[src/rtl/elevator_pkg.sv]
// Purpose: shared floor/state encodings and default timeouts for the elevator dispatcher.
// Latency: n/a (types, constants and one helper only).
// Backpressure: n/a.
package elevator_pkg;

    localparam int NUM_FLOORS = 4;
    localparam int FLOOR_W    = 2;

    localparam int ACK_TIMEOUT_DEF  = 15;
    localparam int TRIP_TIMEOUT_DEF = 31;

    typedef enum logic [FLOOR_W-1:0] {
        FLOOR_G = 2'd0,
        FLOOR_1 = 2'd1,
        FLOOR_2 = 2'd2,
        FLOOR_3 = 2'd3
    } floor_e;

    typedef enum logic [1:0] {
        D_IDLE     = 2'd0,
        D_SELECT   = 2'd1,
        D_DISPATCH = 2'd2,
        D_WAIT     = 2'd3
    } disp_state_e;

    // One-hot mask for a floor index.
    function automatic logic [NUM_FLOORS-1:0] floor_onehot(input logic [FLOOR_W-1:0] f);
        return {{(NUM_FLOORS-1){1'b0}}, 1'b1} << f;
    endfunction

endpackage

[src/rtl/elevator_dispatcher_if.sv]
// Purpose: bundles call inputs, car status/command and dispatcher status for one car.
// Latency: n/a (wires only).
// Backpressure: the car acknowledges move_enable by raising elevator_busy.
// master = dispatcher side (drives car commands/status); slave = call logic + car side.
interface elevator_dispatcher_if;
    import elevator_pkg::*;

    logic [NUM_FLOORS-1:0] call_req;
    logic [FLOOR_W-1:0]    current_floor;
    logic                  door_open;
    logic                  elevator_busy;
    logic [FLOOR_W-1:0]    target_floor;
    logic                  move_enable;
    logic [NUM_FLOORS-1:0] pending_calls;
    logic                  dir_up;
    logic                  served_valid;
    logic [FLOOR_W-1:0]    served_floor;
    logic                  fault;

    modport master (
        input  call_req, current_floor, door_open, elevator_busy,
        output target_floor, move_enable, pending_calls, dir_up,
               served_valid, served_floor, fault
    );

    modport slave (
        output call_req, current_floor, door_open, elevator_busy,
        input  target_floor, move_enable, pending_calls, dir_up,
               served_valid, served_floor, fault
    );

endinterface

[src/rtl/elevator_dispatcher_scan_target_select.sv]
// Purpose: SCAN next-target pick from pending calls, car position and direction preference.
// Latency: combinational.
// Backpressure: none.
// Ports: pending/current_floor/dir_up in; target_valid/target/next_dir_up out.
module scan_target_select
    import elevator_pkg::*;
(
    input  logic [NUM_FLOORS-1:0] pending,
    input  logic [FLOOR_W-1:0]    current_floor,
    input  logic                  dir_up,
    output logic                  target_valid,
    output logic [FLOOR_W-1:0]    target,
    output logic                  next_dir_up
);

    logic [NUM_FLOORS-1:0] cand;
    logic                  above_vld;
    logic                  below_vld;
    logic [FLOOR_W-1:0]    above_flr;
    logic [FLOOR_W-1:0]    below_flr;

    always_comb begin
        // The car's own floor is never a travel target.
        cand      = pending & ~floor_onehot(current_floor);
        above_vld = 1'b0;
        below_vld = 1'b0;
        above_flr = '0;
        below_flr = '0;
        // Walk downward so the last hit is the nearest floor above.
        for (int i = NUM_FLOORS - 1; i >= 0; i--) begin
            if (cand[i] && (i > int'(current_floor))) begin
                above_vld = 1'b1;
                above_flr = FLOOR_W'(i);
            end
        end
        // Walk upward so the last hit is the nearest floor below.
        for (int i = 0; i < NUM_FLOORS; i++) begin
            if (cand[i] && (i < int'(current_floor))) begin
                below_vld = 1'b1;
                below_flr = FLOOR_W'(i);
            end
        end
    end

    always_comb begin
        target_valid = 1'b0;
        target       = '0;
        next_dir_up  = dir_up;
        if (dir_up) begin
            if (above_vld) begin
                target_valid = 1'b1;
                target       = above_flr;
            end else if (below_vld) begin
                target_valid = 1'b1;
                target       = below_flr;
                next_dir_up  = 1'b0;
            end
        end else begin
            if (below_vld) begin
                target_valid = 1'b1;
                target       = below_flr;
            end else if (above_vld) begin
                target_valid = 1'b1;
                target       = above_flr;
                next_dir_up  = 1'b1;
            end
        end
    end

endmodule

[src/rtl/elevator_dispatcher.sv]
// Purpose: per-car call latch + SCAN dispatcher driving target_floor/move_enable of one car.
// Latency: call_req cycle N -> pending N+1 -> select N+2 -> move_enable from N+3.
// Backpressure: move_enable held until elevator_busy rises; ack/trip timeouts set sticky fault.
// Ports: clk, rst (sync, active high), bus (master modport: calls/car status in, commands/status out).
module elevator_dispatcher
    import elevator_pkg::*;
#(
    parameter int ACK_TIMEOUT  = ACK_TIMEOUT_DEF,
    parameter int TRIP_TIMEOUT = TRIP_TIMEOUT_DEF
)
(
    input  logic                  clk,
    input  logic                  rst,
    elevator_dispatcher_if.master bus
);

    // One shared timer covers both timeouts; it restarts on every state change.
    localparam int TMR_MAX = (TRIP_TIMEOUT > ACK_TIMEOUT) ? TRIP_TIMEOUT : ACK_TIMEOUT;
    localparam int TMR_W   = $clog2(TMR_MAX + 1);

    disp_state_e           state, state_next;
    logic [NUM_FLOORS-1:0] pending_q, pending_next;
    logic [FLOOR_W-1:0]    target_q;
    logic                  move_q;
    logic                  dir_q;
    logic                  served_vld_q;
    logic [FLOOR_W-1:0]    served_flr_q;
    logic                  fault_q;
    logic [TMR_W-1:0]      tmr;
    logic                  fault_set;
    logic                  served_hit;

    logic                  sel_valid;
    logic [FLOOR_W-1:0]    sel_target;
    logic                  sel_dir_up;

    scan_target_select u_sel (
        .pending      (pending_q),
        .current_floor(bus.current_floor),
        .dir_up       (dir_q),
        .target_valid (sel_valid),
        .target       (sel_target),
        .next_dir_up  (sel_dir_up)
    );

    // Clear beats set: a call for the floor whose door is open is served immediately.
    always_comb begin
        pending_next = pending_q | bus.call_req;
        served_hit   = bus.door_open &&
                       (pending_q[bus.current_floor] || bus.call_req[bus.current_floor]);
        if (bus.door_open) begin
            pending_next[bus.current_floor] = 1'b0;
        end
    end

    always_comb begin
        state_next = state;
        fault_set  = 1'b0;
        case (state)
            D_IDLE: begin
                if (sel_valid) begin
                    state_next = D_SELECT;
                end
            end
            D_SELECT: begin
                state_next = sel_valid ? D_DISPATCH : D_IDLE;
            end
            D_DISPATCH: begin
                if (bus.elevator_busy) begin
                    state_next = D_WAIT;
                end else if (tmr == TMR_W'(ACK_TIMEOUT - 1)) begin
                    fault_set  = 1'b1;
                    state_next = D_IDLE;
                end
            end
            D_WAIT: begin
                // Busy falling at any stop sends us back to re-evaluate SCAN order.
                if (!bus.elevator_busy) begin
                    state_next = D_SELECT;
                end else if (tmr == TMR_W'(TRIP_TIMEOUT - 1)) begin
                    fault_set  = 1'b1;
                    state_next = D_IDLE;
                end
            end
            default: state_next = D_IDLE;
        endcase
    end

    always_ff @(posedge clk) begin
        if (rst) begin
            state        <= D_IDLE;
            pending_q    <= '0;
            target_q     <= FLOOR_G;
            move_q       <= 1'b0;
            dir_q        <= 1'b1;
            served_vld_q <= 1'b0;
            served_flr_q <= FLOOR_G;
            fault_q      <= 1'b0;
            tmr          <= '0;
        end else begin
            state        <= state_next;
            pending_q    <= pending_next;
            move_q       <= (state_next == D_DISPATCH);
            served_vld_q <= served_hit;
            if (served_hit) begin
                served_flr_q <= bus.current_floor;
            end
            if (fault_set) begin
                fault_q <= 1'b1;
            end
            if (state == D_SELECT) begin
                dir_q <= sel_dir_up;
                if (sel_valid) begin
                    target_q <= sel_target;
                end
            end
            if (state_next != state) begin
                tmr <= '0;
            end else if (tmr != TMR_W'(TMR_MAX)) begin
                tmr <= tmr + 1'b1;
            end
        end
    end

    assign bus.target_floor  = target_q;
    assign bus.move_enable   = move_q;
    assign bus.pending_calls = pending_q;
    assign bus.dir_up        = dir_q;
    assign bus.served_valid  = served_vld_q;
    assign bus.served_floor  = served_flr_q;
    assign bus.fault         = fault_q;

endmodule

[src/flat_wrapper.sv]
// flat-port wrapper written by rule: the top's interface ports become plain ports
module elevator_dispatcher_flat import elevator_pkg::*;
#(
    parameter int ACK_TIMEOUT  = ACK_TIMEOUT_DEF,
    parameter int TRIP_TIMEOUT = TRIP_TIMEOUT_DEF
)
  (clk, rst, bus_call_req, bus_current_floor, bus_door_open, bus_elevator_busy, bus_target_floor, bus_move_enable, bus_pending_calls, bus_dir_up, bus_served_valid, bus_served_floor, bus_fault);
  elevator_dispatcher_if bus_i ();
  input  logic clk;
  input  logic rst;
  input wire logic [$bits(bus_i.call_req)-1:0] bus_call_req;
  input wire logic [$bits(bus_i.current_floor)-1:0] bus_current_floor;
  input wire logic [$bits(bus_i.door_open)-1:0] bus_door_open;
  input wire logic [$bits(bus_i.elevator_busy)-1:0] bus_elevator_busy;
  output wire logic [$bits(bus_i.target_floor)-1:0] bus_target_floor;
  output wire logic [$bits(bus_i.move_enable)-1:0] bus_move_enable;
  output wire logic [$bits(bus_i.pending_calls)-1:0] bus_pending_calls;
  output wire logic [$bits(bus_i.dir_up)-1:0] bus_dir_up;
  output wire logic [$bits(bus_i.served_valid)-1:0] bus_served_valid;
  output wire logic [$bits(bus_i.served_floor)-1:0] bus_served_floor;
  output wire logic [$bits(bus_i.fault)-1:0] bus_fault;
  assign bus_i.call_req = bus_call_req;
  assign bus_i.current_floor = bus_current_floor;
  assign bus_i.door_open = bus_door_open;
  assign bus_i.elevator_busy = bus_elevator_busy;
  assign bus_target_floor = bus_i.target_floor;
  assign bus_move_enable = bus_i.move_enable;
  assign bus_pending_calls = bus_i.pending_calls;
  assign bus_dir_up = bus_i.dir_up;
  assign bus_served_valid = bus_i.served_valid;
  assign bus_served_floor = bus_i.served_floor;
  assign bus_fault = bus_i.fault;
  elevator_dispatcher #(.ACK_TIMEOUT(ACK_TIMEOUT), .TRIP_TIMEOUT(TRIP_TIMEOUT)) u_core (.clk(clk), .rst(rst), .bus(bus_i));
endmodule
[config.mk]
export PLATFORM = sky130hd
export DESIGN_NAME = elevator_dispatcher_flat
export DESIGN_NICKNAME = d
export VERILOG_FILES = /design/src/rtl/elevator_pkg.sv /design/src/rtl/elevator_dispatcher_if.sv /design/src/rtl/elevator_dispatcher_scan_target_select.sv /design/src/rtl/elevator_dispatcher.sv /design/src/flat_wrapper.sv
export SDC_FILE = /design/constraint.sdc
export NUM_CORES = 1
export LEC_CHECK = 0
export CAP_MARGIN = 20
export CORE_MARGIN = 4
export CORE_UTILIZATION = 45
export DETAILED_ROUTE_END_ITERATION = 8
export PLACE_DENSITY = 0.71
export SKIP_LAST_GASP = 1
export SYNTH_ARGS = -nofsm -noshare
export SYNTH_HDL_FRONTEND = slang
export SYNTH_SLANG_ARGS = --single-unit
[constraint.sdc]
create_clock -name clk -period 1.8 [get_ports clk]
set_clock_uncertainty 0.05 [all_clocks]
set_input_delay 0.18 -clock clk [delete_from_list [all_inputs] [get_ports clk]]
set_output_delay 0.18 -clock clk [all_outputs]
set_load 0.02 [all_outputs]
# After elaboration in Yosys (flattened, before gate mapping)

Index checks and enable logic that the tools add are counted.
W data, S select, Z words.

Register bits: 19
Input port bits: 10
Output and inout bits: 12
Logic and storage cells: 88

Add/sub/neg operators: 1
Order comparisons: 8
Eq/ne operators: 8
Shift-type cells: 1
Multiplexer cells: 44
Bitwise operators: 5
Reduce and logical (&&, ||, !) cells: 12

Operators with widths:

| operator              | number |
|---|---|
| $mux W2               | 15 |
| $mux W1               | 23 |
| $and A4 B4 Y4         | 2 |
| $logic_and A1 B1 Y1   | 8 |
| $not A4 Y4            | 2 |
| $pmux W2 S4           | 1 |
| $eq A2 B2 Y1 const B  | 3 |
| $add A5 B1 Y5 const B | 1 |
| $eq A5 B4 Y1 const B  | 1 |
| $eq A5 B5 Y1 const B  | 1 |
| $ne A5 B5 Y1 const B  | 1 |
| $bmux W1 S2           | 2 |
| $gt A2 B2 Y1 const A  | 2 |
| $lt A1 B2 Y1 const A  | 2 |
| $mux W4               | 1 |
| $or A4 B4 Y4          | 1 |
| $shl A1 B2 Y4 const A | 1 |
| $lt A2 B3 Y1 const B  | 1 |
| $demux W1 S2          | 1 |
| $eq A2 B1 Y1 const B  | 1 |
| $ge A2 B1 Y1 const B  | 1 |
| $gt A1 B2 Y1 const A  | 1 |
| $logic_not A2 Y1      | 1 |
| $lt A2 B2 Y1 const A  | 1 |
| 5 further kinds       | 5 |

# Longest topological paths before layout

Gate-level depths: netlist of the first run.

Depth after elaboration: 14
Depth in mapped cells: 6
Gate-level depth less buffers: 6

# Cells and area by module

From an unflattened synthesis of the first run, not the netlist that was laid out.

Cells, all modules: 125
Area, all modules: 1048.5 µm²

Modules (own cells, without submodules):

| module              | instances | cells each | area an instance (µm²) | seq. area each (µm²) |
|---|---|---|---|---|
| elevator_dispatcher | 1         | 98         | 874.6                  | 380.4 |
| scan_target_select  | 1         | 27         | 173.9                  | 0.0 |

# Worst setup path after synthesis of the first run

No wires, ideal clock.

Path type: reg2reg
Start point: register u_core.pending_q[3], in the netlist u_core.bus.pending_calls[3]
End point: register u_core.served_flr_q[0], in the netlist u_core.bus.served_floor[0]
Library setup time: 0.072 ns
Arrival time: 1.522 ns
Data required time: 1.678 ns
Setup slack: 0.157 ns
Stages on the path, launching flop included: 6
Buffers on the path: 1
Clock period less this slack: 1.643 ns
Cell sequence: dfxtp_1 -> clkbuf_2 -> nor2_1 -> mux4_2 -> nor2b_2 -> mux2i_1

Cells in the longest elaborated chain, start to end: 4

Ends and longest elaborated chain:

| element                       | line                       | source |
|---|---|---|
| from (decl)                   | elevator_dispatcher.sv:22  | `logic [NUM_FLOORS-1:0] pending_q, pending_next;` |
| from (signal assigned)        | elevator_dispatcher.sv:102 | `pending_q <= pending_next;` |
| $bmux W1 S2                   | elevator_dispatcher.sv:50  | `(pending_q[bus.current_floor] \|\| bus.call_req[bus.current_floor]);` |
| $mux W1 (not written as such) | elevator_dispatcher.sv:50  |  |
| $logic_or A1 B1 Y1            | elevator_dispatcher.sv:50  |  |
| $logic_and A1 B1 Y1           | elevator_dispatcher.sv:49  | `served_hit = bus.door_open &&` |
| to (signal assigned)          | elevator_dispatcher.sv:106 | `served_flr_q <= bus.current_floor;` |
| to (decl)                     | elevator_dispatcher.sv:27  | `logic [FLOOR_W-1:0] served_flr_q;` |

No other way between the ends. The select of a mux whose other input is x is not followed.
A chain may end at the register's enable or synchronous reset.

# Worst setup path in the final report of the first run

Start point: register u_core.pending_q[3], in the netlist u_core.bus.pending_calls[3]
End point: output port bus_pending_calls[3]

RTL lines:

| element   | line               | source |
|---|---|---|
| to (decl) | flat_wrapper.sv:17 | `output wire logic [$bits(bus_i.pending_calls)-1:0] bus_pending_calls;` |

No word-level cell between the ends.

==> metrics.cfg, run 1 <==
[cts]
cts_tree = yes
cts_root_buf = clkbuf_4
clk_latency_ns = 0.30
cts.sinks = 19
cts.path.max_buffers = 2
cts_buffers = 3
cts_setup_buffers = 0
htreeDepth = 1
clkTransAtPathRegs_ns = 0.10

[die]
fp.dieArea_mm2 = 0.00329
die_w_um = 57.4
placementRows = 17
initial_utilization_pct = 48.2
die_h_um = 57.4
ios = 22
coreArea_mm2 = 0.00228

[placed_design]
portBuffers = 21
place.gp.congestion = 0.841
placed_cells = 176
dpl.hpwl_um = 1960
place_ws_ns = -0.101

[route]
finalWirelength_um = 2560
wl_per_cell_um = 14.2
vias = 1049
drt_iter0_drc = 18
drc_errors = 0
drtAntennaViolNets = 0
first_pass_iters = 4
drt-vias-per-instance = 5.83

[flow_run]
drv_cap = 0

[grt]
grt_start_max_net_pins = 17
grtUsageTotal_pct = 16.3
grt-ovfl-total = 0
antenna_found_initial = 0
first_global_vias = 957
grt_first_pass_wirelength_um = 4260

[worst_setup_path]
critPathSlowestCell = clkdlybuf4s50_1
cp-start-kind = flip-flop
worst-path-max-fanout = 8
path_delay_family = buffers and inverters
end_kind = output pin
crit_chain = buf_4 -> clkdlybuf4s50_1
path_buf_inv = 2
worstPathArrival_ns = 1.48
crit_type = flip-flop to output pin
critPathRequiredTime_ns = 1.57
critical-path-max-stage-delay_ns = 0.60

[timing]
report.final.slew_viol_count = 0
max_freq_mhz = 584
setup_viol = 0
setup_slack_ns = 0.0872
hold_slack_ns = 0.410
min_period_over_period_pct = 95.2
slew_headroom_pct = 76.5
rsz0062_at_grt = no
tightest_slew_ns = 0.344
layout_min_cycle_time_ns = 1.71
final_hold_viol_count = 0

[pwr]
power_frac_clock_pct = 21.5
ir_drop_mv = 0.451
p_per_area_mw_per_mm2 = 700
seq_power_share_pct = 50.1
pwr-share-comb_pct = 28.4
leakagePower_nw = 0.536
switching_power_w = 0.000305
p_total_w = 0.000982
p_int_w = 0.000677
netSwitchingFraction_pct = 31.0

[finish]
final_util_pct = 61.6
final_cells = 180
multi_input_area_um2 = 659
drive_above_1_share_pct = 13.2
antenna_cells = 0
syn2layout_area_growth_pct = 27.8
fillers = 196
nets = 166
seq_area_um2 = 382

[logic_synthesis]
ys_seq_elements = 19
synth_top_cell_by_area = dfxtp_1
syn-cell-area_mm2 = 0.00110
synthDistinctLibCells = 44
synth_nets = 138
synth_commonest_cells = dfxtp_1, a21oi_1, nor2_1
ys.warnings.count = 0
synth-seq-area-share_pct = 34.7
synth-edff-count = 0
synth_area_leaders = dfxtp_1, a21oi_1, a311oi_1, mux2i_1, a211oi_1
syn_area_per_cell_um2 = 8.78
ys.flop_type = dfxtp_1
synthCells = 125
yosysTopAreaCellShare_pct = 34.7
synthArstFlopShare_pct = 0
synth_most_common_cell = dfxtp_1

[worst_hold_path]
hold_path_class = flip-flop to flip-flop

[outcome]
status = complete, no violations

## worst reg2reg max path: cells and delay by family (launching register included)
family                     cells  cell delay (ns)
and+or+nand+nor                2             0.37
adders and majority gates      2             0.45
AOI/OAI and AO/OA              1             0.21
DFF                            1             0.36
xor gates and xnor gates       1             0.17
## placed cells by master (no fill, tap or decap), types with 3 or more instances in the layout
cell and n:
dfxtp_1 18, a31oi_1 3, nand3_1 5, nor2b_1 3
clkbuf_4 3, nor2_1 9, clkdlybuf4s50_1 21, o21ai_0 4
a311oi_1 5, inv_1 6, buf_4 9, nand2_1 8
a21oi_1 9, and3_1 4, nand2b_1 3, mux2i_1 4
a211oi_1 5
## power by group through the flow
stage                     registers [W]  logic (W)  clock network (W)
after floorplan                0.000510   0.000158                  0
after global placement         0.000499   0.000274                  0
after detailed placement       0.000499   0.000278                  0
after CTS                      0.000490   0.000279           0.000222
after global routing           0.000496   0.000306           0.000241
final                          0.000492   0.000279           0.000211
## cells by family (layout without fill, tap and decap cells)
| group | after synthesis | after routing | share of synthesized area [%] |
|---|---|---|---|
| DFF | 19 | 19 | 34.7 |
| and+or+nand+nor | 40 | 40 | 19.3 |
| muxes | 5 | 5 | 5.70 |
| xor gates and xnor gates | 3 | 3 | 2.39 |
| adders and majority gates | 3 | 3 | 3.42 |
| buffers and inverters | 13 | 40 | 5.47 |
| AOI/OAI and AO/OA | 42 | 42 | 29.1 |
## registers in the layout, indices dropped and copies added, names as in the netlist
signal	cells
u_core.tmr	5
u_core.bus.pending_calls	4
u_core.bus.served_floor	2
u_core.bus.target_floor	2
u_core.state	2
u_core.bus.dir_up	1
u_core.bus.fault	1
u_core.bus.move_enable	1
u_core.bus.served_valid	1
## layout make-up
type | count | share of cell area (%)
Sequential cell | 19 | 27.2
Inverter | 6 | 1.61
Multi-Input combinational cell | 93 | 47.0
Clock buffer | 4 | 1.87
Tap cell | 28 | 2.50
Timing Repair Buffer | 30 | 19.8
## per-layer routing
layer,share of wire (%),GRT usage (%),routed length (µm)
met5,0,0,0
met1,48,23.2,1240
met4,0.90,3.97,23
met3,6.1,4.75,157
met2,45,24.0,1140
## stage by stage
step	area, µm²	TNS [ns]
after floorplan	1100	0
after global placement	1370	-0.578
after detailed placement	1370	-0.985
after CTS	1400	0
after global routing	1400	0
final	1400	0
## final timing paths
check                                to  slack (ns)  cells after the start                        start
max                bus_pending_calls[3]        0.09                      2  u_core.bus.pending_calls[3]
min          u_core.bus.served_floor[1]        0.41                      2   u_core.bus.served_floor[1]
max reg2reg               u_core.tmr[3]        0.12                      6                u_core.tmr[0]
min reg2reg  u_core.bus.served_floor[1]        0.41                      2   u_core.bus.served_floor[1]
## what timing repair did
action | in CTS | in global routing
resized for setup | 1 | 1
hold endpoints to repair | 0 | 0
setup endpoints to repair | 1 | 1
pin swaps | 0 | 0
hold buffers | 0 | 0
Power figures use the tool's default switching activity.
==> inputs of run 2 (changes only) <==
--- a/config.mk
+++ b/config.mk
@@ -7,9 +7,9 @@
 export LEC_CHECK = 0
 export CAP_MARGIN = 20
 export CORE_MARGIN = 4
-export CORE_UTILIZATION = 45
+export CORE_UTILIZATION = 50
 export DETAILED_ROUTE_END_ITERATION = 8
-export PLACE_DENSITY = 0.71
+export PLACE_DENSITY = 0.78
 export SKIP_LAST_GASP = 1
 export SYNTH_ARGS = -nofsm -noshare
 export SYNTH_HDL_FRONTEND = slang
==> run 2 against run 1 <==
Effect of this change: global-route usage is 5.7 points higher; register-to-register slack is essentially flat; wire length grew 8.7%; critical path depth decreased by 1; clock power grew 6%; sequential share of layout area increased by 0.11 points; clock-buffer cell count did not move; die area decreased by 8.6%; utilization increased by 7.2 points; final cell count down 1.1%.
==> metrics.cfg, run 2 (synthesis gave the netlist of run 1 again) <==
[outcome]
status = complete, no violations

[worst_setup_path]
crit_chain = clkdlybuf4s50_1
crit_type = flip-flop to output pin
end_kind = output pin
reg2reg_to = u_core.tmr[3]
r2r_slack_ns = 0.13
reg2reg_depth = 6
critPathSlowestCell = clkdlybuf4s50_1
worst-path-stages = 1
critical-path-max-stage-delay_ns = 0.67
crit_path_start = u_core.bus.pending_calls[1]
worstPathArrival_ns = 1.44
critPathRequiredTime_ns = 1.57
path_buf_inv = 1
r2r_start = u_core.tmr[0]
critPathCapture = bus_pending_calls[1]
worst-path-max-fanout = 7
cp-start-kind = flip-flop
path_delay_family = buffers and inverters

[route]
first_pass_iters = 4
wl_per_cell_um = 15.7
vias = 1075
drc_errors = 0
drt_iter0_drc = 14
drtAntennaViolNets = 0
finalWirelength_um = 2790
drt-vias-per-instance = 6.04

[flow_run]
drv_cap = 0

[timing]
setup_slack_ns = 0.126
fin_tns_setup_ns = 0
report.final.slew_viol_count = 0
setup_viol = 0
layout_min_cycle_time_ns = 1.67
rsz0062_at_grt = no
min_period_over_period_pct = 93.0
slew_headroom_pct = 75.5
max_freq_mhz = 597
hold_slack_ns = 0.419
tightest_slew_ns = 0.358
final_hold_viol_count = 0

[grt]
grt_use_met2_pct = 37.0
grtUsageTotal_pct = 22.0
grt_busiest_layer = met2
use_met3_pct = 5.18
grt_first_pass_wirelength_um = 4660
first_global_vias = 1054
grt-ovfl-total = 0
antenna_found_initial = 0
grt_start_max_net_pins = 11
met1_usage_pct = 26.9

[die]
coreArea_mm2 = 0.00202
fp.dieArea_mm2 = 0.00301
initial_utilization_pct = 54.3
placementRows = 16
ios = 22
die_h_um = 54.8
die_w_um = 54.8

[finish]
final_cells = 178
fillers = 177
nets = 165
syn2layout_area_growth_pct = 26.9
final_util_pct = 68.9
final_common_cell = clkdlybuf4s50_1
antenna_cells = 0
regMostFlops = u_core.tmr
final_cell_mix = clkdlybuf4s50_1, dfxtp_1, nor2_1, a21oi_1
drive_above_1_share_pct = 11.9
largest_register_ffs = 5

[pwr]
ir_drop_mv = 0.454
leakagePower_nw = 0.531
p_per_area_mw_per_mm2 = 718

[placed_design]
dpl.hpwl_um = 2050
place_ws_ns = -0.126
placed_cells = 174
place.gp.congestion = 0.841
portBuffers = 21

[cts]
cts_tree = yes
cts.path.max_buffers = 2
cts_buffers = 3
clk_latency_ns = 0.31
htreeDepth = 1
cts_root_buf = clkbuf_4
clkTransAtPathRegs_ns = 0.12
cts.sinks = 19

[worst_hold_path]
hold_path_class = flip-flop to flip-flop
min_from = u_core.bus.served_floor[0]

==> run 2: cell count changes in the layout (fill, tap and decap cells not counted), sizes merged <==
cell	previous run	this run
buf	9	8
==> run 2: through the flow <==
stage               total power (W)  cell area [µm²]
detailed placement         0.000779             1360
global placement           0.000770             1360
CTS                        0.000999             1390
floorplan                  0.000668             1100
finish                     0.000999             1390
global route                0.00105             1390
==> run 2: routing by layer <==
| layer | wire length (µm) | share of wire [%] |
|---|---|---|
| met1 | 1280 | 46 |
| met2 | 1320 | 47 |
| met3 | 145 | 5.2 |
| met4 | 43 | 1.5 |
| met5 | 0 | 0 |
==> run 2: worst min path at each step <==
| stage | endpoint | slack, ns | cells after the start |
|---|---|---|---|
| 2_1_floorplan | u_core.bus.pending_calls[1] | 0.25 | 1 |
| 3_3_place_gp | u_core.bus.served_floor[1] | 0.39 | 2 |
| 3_5_place_dp | u_core.bus.served_floor[0] | 0.40 | 2 |
| 4_1_cts | u_core.bus.served_floor[0] | 0.42 | 2 |
| 5_1_grt | u_core.bus.fault | 0.47 | 2 |
| 6_report | u_core.bus.served_floor[0] | 0.42 | 2 |
==> run 2: area by class of cell <==
class / count / area (µm²) / area share, %
clock buffer: 4 / 26.3 / 1.89
inverter: 6 / 22.5 / 1.62
multi-input combinational: 93 / 659 / 47.3
sequential: 19 / 380 / 27.3
tap: 27 / 33.8 / 2.43
timing repair buffer: 29 / 270 / 19.4
==> run 2: worst register-to-register path, delay by kind of cell, from the launching register on <==
kind	cells	cell delay [ns]
adders and majority gates	2	0.44
xor gates and xnor gates	1	0.16
AOI/OAI and AO/OA	1	0.19
and+or+nand+nor	2	0.38
DFF	1	0.36
==> run 2: power breakdown <==
part           internal (W)  switching, W
Clock             0.0000865      0.000137
Sequential         0.000452     0.0000409
Combinational      0.000137      0.000146
Total              0.000675      0.000324
==> run 2: repair_timing <==
action                     in CTS  in global routing
gates resized for setup         0                  1
buffers inserted                0                  0
setup endpoints to repair       0                  1
hold buffers                    0                  0
==> inputs of run 3 (changes only) <==
--- a/config.mk
+++ b/config.mk
@@ -10,6 +10,7 @@
 export CORE_UTILIZATION = 50
 export DETAILED_ROUTE_END_ITERATION = 8
 export PLACE_DENSITY = 0.78
+export SETUP_SLACK_MARGIN = 0.05
 export SKIP_LAST_GASP = 1
 export SYNTH_ARGS = -nofsm -noshare
 export SYNTH_HDL_FRONTEND = slang
==> run 3 against run 2 <==
Effect of this change: sequential share of layout area is essentially flat; die area unchanged; maximum frequency about the same; setup slack improved by 0.0015 ns; clock-buffer cell count is the same; final cell count is the same; largest power group unchanged; total power barely moved; global-route usage did not move.
==> metrics.cfg, run 3 (synthesis gave the netlist of run 1 again) <==
[outcome]
status = complete, no violations

[timing]
min_period_over_period_pct = 92.9
report.final.slew_viol_count = 0
rsz0062_at_grt = no
layout_min_cycle_time_ns = 1.67
tightest_slew_ns = 0.342
setup_viol = 0
final_hold_viol_count = 0
max_freq_mhz = 598
setup_slack_ns = 0.128
hold_slack_ns = 0.419
slew_headroom_pct = 76.9

[cts]
htreeDepth = 1
clk_latency_ns = 0.31
cts_tree = yes
cts.path.max_buffers = 2
cts.sinks = 19
cts_buffers = 3
cts_setup_buffers = 0
cts_root_buf = clkbuf_4
clkTransAtPathRegs_ns = 0.10

[worst_setup_path]
critical-path-max-stage-delay_ns = 0.66
cp-start-kind = flip-flop
reg2reg_to = u_core.tmr[3]
end_kind = output pin
critPathSlowestCell = clkdlybuf4s50_1
worstPathArrival_ns = 1.44
worst-path-stages = 1
worst-path-max-fanout = 6
r2r_slack_ns = 0.14
critPathCapture = bus_pending_calls[3]
r2r_start = u_core.tmr[0]
crit_path_start = u_core.bus.pending_calls[3]
reg2reg_depth = 6
critPathRequiredTime_ns = 1.57
path_delay_family = buffers and inverters
path_buf_inv = 1
crit_chain = clkdlybuf4s50_1
crit_type = flip-flop to output pin

[placed_design]
place_ws_ns = -0.126
place.gp.congestion = 0.841
portBuffers = 21
dpl.hpwl_um = 2050

[flow_run]
drv_cap = 0

[route]
drc_errors = 0
first_pass_iters = 4
drt_iter0_drc = 13
wl_per_cell_um = 15.5
drt-vias-per-instance = 6.01
vias = 1069
finalWirelength_um = 2750
drtAntennaViolNets = 0

[finish]
nets = 165
multi_input_area_um2 = 661
syn2layout_area_growth_pct = 27.1
antenna_cells = 0
fillers = 177
seq_area_um2 = 382
largest_register_ffs = 5
final_cell_mix = clkdlybuf4s50_1, dfxtp_1, nor2_1, a21oi_1
final_common_cell = clkdlybuf4s50_1
regMostFlops = u_core.tmr
drive_above_1_share_pct = 12.6

[pwr]
p_per_area_mw_per_mm2 = 716
ir_drop_mv = 0.455
leakagePower_nw = 0.531

[die]
ios = 22
coreArea_mm2 = 0.00202
fp.dieArea_mm2 = 0.00301
die_w_um = 54.8
die_h_um = 54.8
initial_utilization_pct = 54.3
placementRows = 16

[worst_hold_path]
hold_path_class = flip-flop to flip-flop

[grt]
grt_first_pass_wirelength_um = 4660
grt-ovfl-total = 0
antenna_found_initial = 0
first_global_vias = 1051
grt_start_max_net_pins = 11
grtUsageTotal_pct = 22.0

## run 3: cell types whose count changed in the layout (fill, tap and decap cells not counted)
cell and change:
dfxtp_2 +1, a2111oi_0 -1, dfxtp_1 -1, a2111oi_1 +1
## run 3: worst min path at each step
stage | cells after the start | to | from | slack [ns]
after floorplan | 1 | u_core.bus.pending_calls[1] | bus_door_open | 0.25
after global placement | 2 | u_core.bus.served_floor[1] | u_core.bus.served_floor[1] | 0.39
after detailed placement | 2 | u_core.bus.served_floor[0] | u_core.bus.served_floor[0] | 0.40
after CTS | 2 | u_core.bus.served_floor[0] | u_core.bus.served_floor[0] | 0.42
after global routing | 2 | u_core.bus.fault | u_core.bus.fault | 0.47
final | 2 | u_core.bus.served_floor[0] | u_core.bus.served_floor[0] | 0.42
## run 3: power by group
part / total [W] / internal (W) / switching [W]
Clock: 0.000223 / 0.0000865 / 0.000136
Combinational: 0.000284 / 0.000137 / 0.000146
Sequential: 0.000493 / 0.000453 / 0.0000400
Total: 0.000999 / 0.000677 / 0.000322
## run 3: repair_timing
| item | 4_1_cts | 5_1_grt |
|---|---|---|
| hold buffers | 0 | 0 |
| endpoints found under the setup margin | 1 | 2 |
| resized for setup | 1 | 2 |
| cloned | 0 | 0 |
## run 3: layer usage
layer	vias to the layer above	global-route usage [%]	routed length (µm)
met1	518	26.9	1260
met5	-	0	0
met4	0	8.30	36
li1	518	-	-
met2	29	37.0	1320
met3	4	5.18	136
## run 3: through the flow
step                instances  utilization, %  TNS (ns)  power [W]  cell area [µm²]
floorplan                 125               -         0   0.000668             1100
global placement          174            67.5    -0.406   0.000770             1360
detailed placement        174            67.5     -1.06   0.000779             1360
CTS                       178            68.9         0   0.000999             1390
global route              178            69.0         0    0.00105             1400
finish                    178            69.0         0   0.000999             1400
## run 3: final cells by class
| type | count | area share (%) |
|---|---|---|
| clock buffer | 4 | 1.88 |
| timing repair buffer | 29 | 19.4 |
| sequential | 19 | 27.4 |
| tap | 27 | 2.42 |
| multi-input combinational | 93 | 47.4 |
| inverter | 6 | 1.61 |
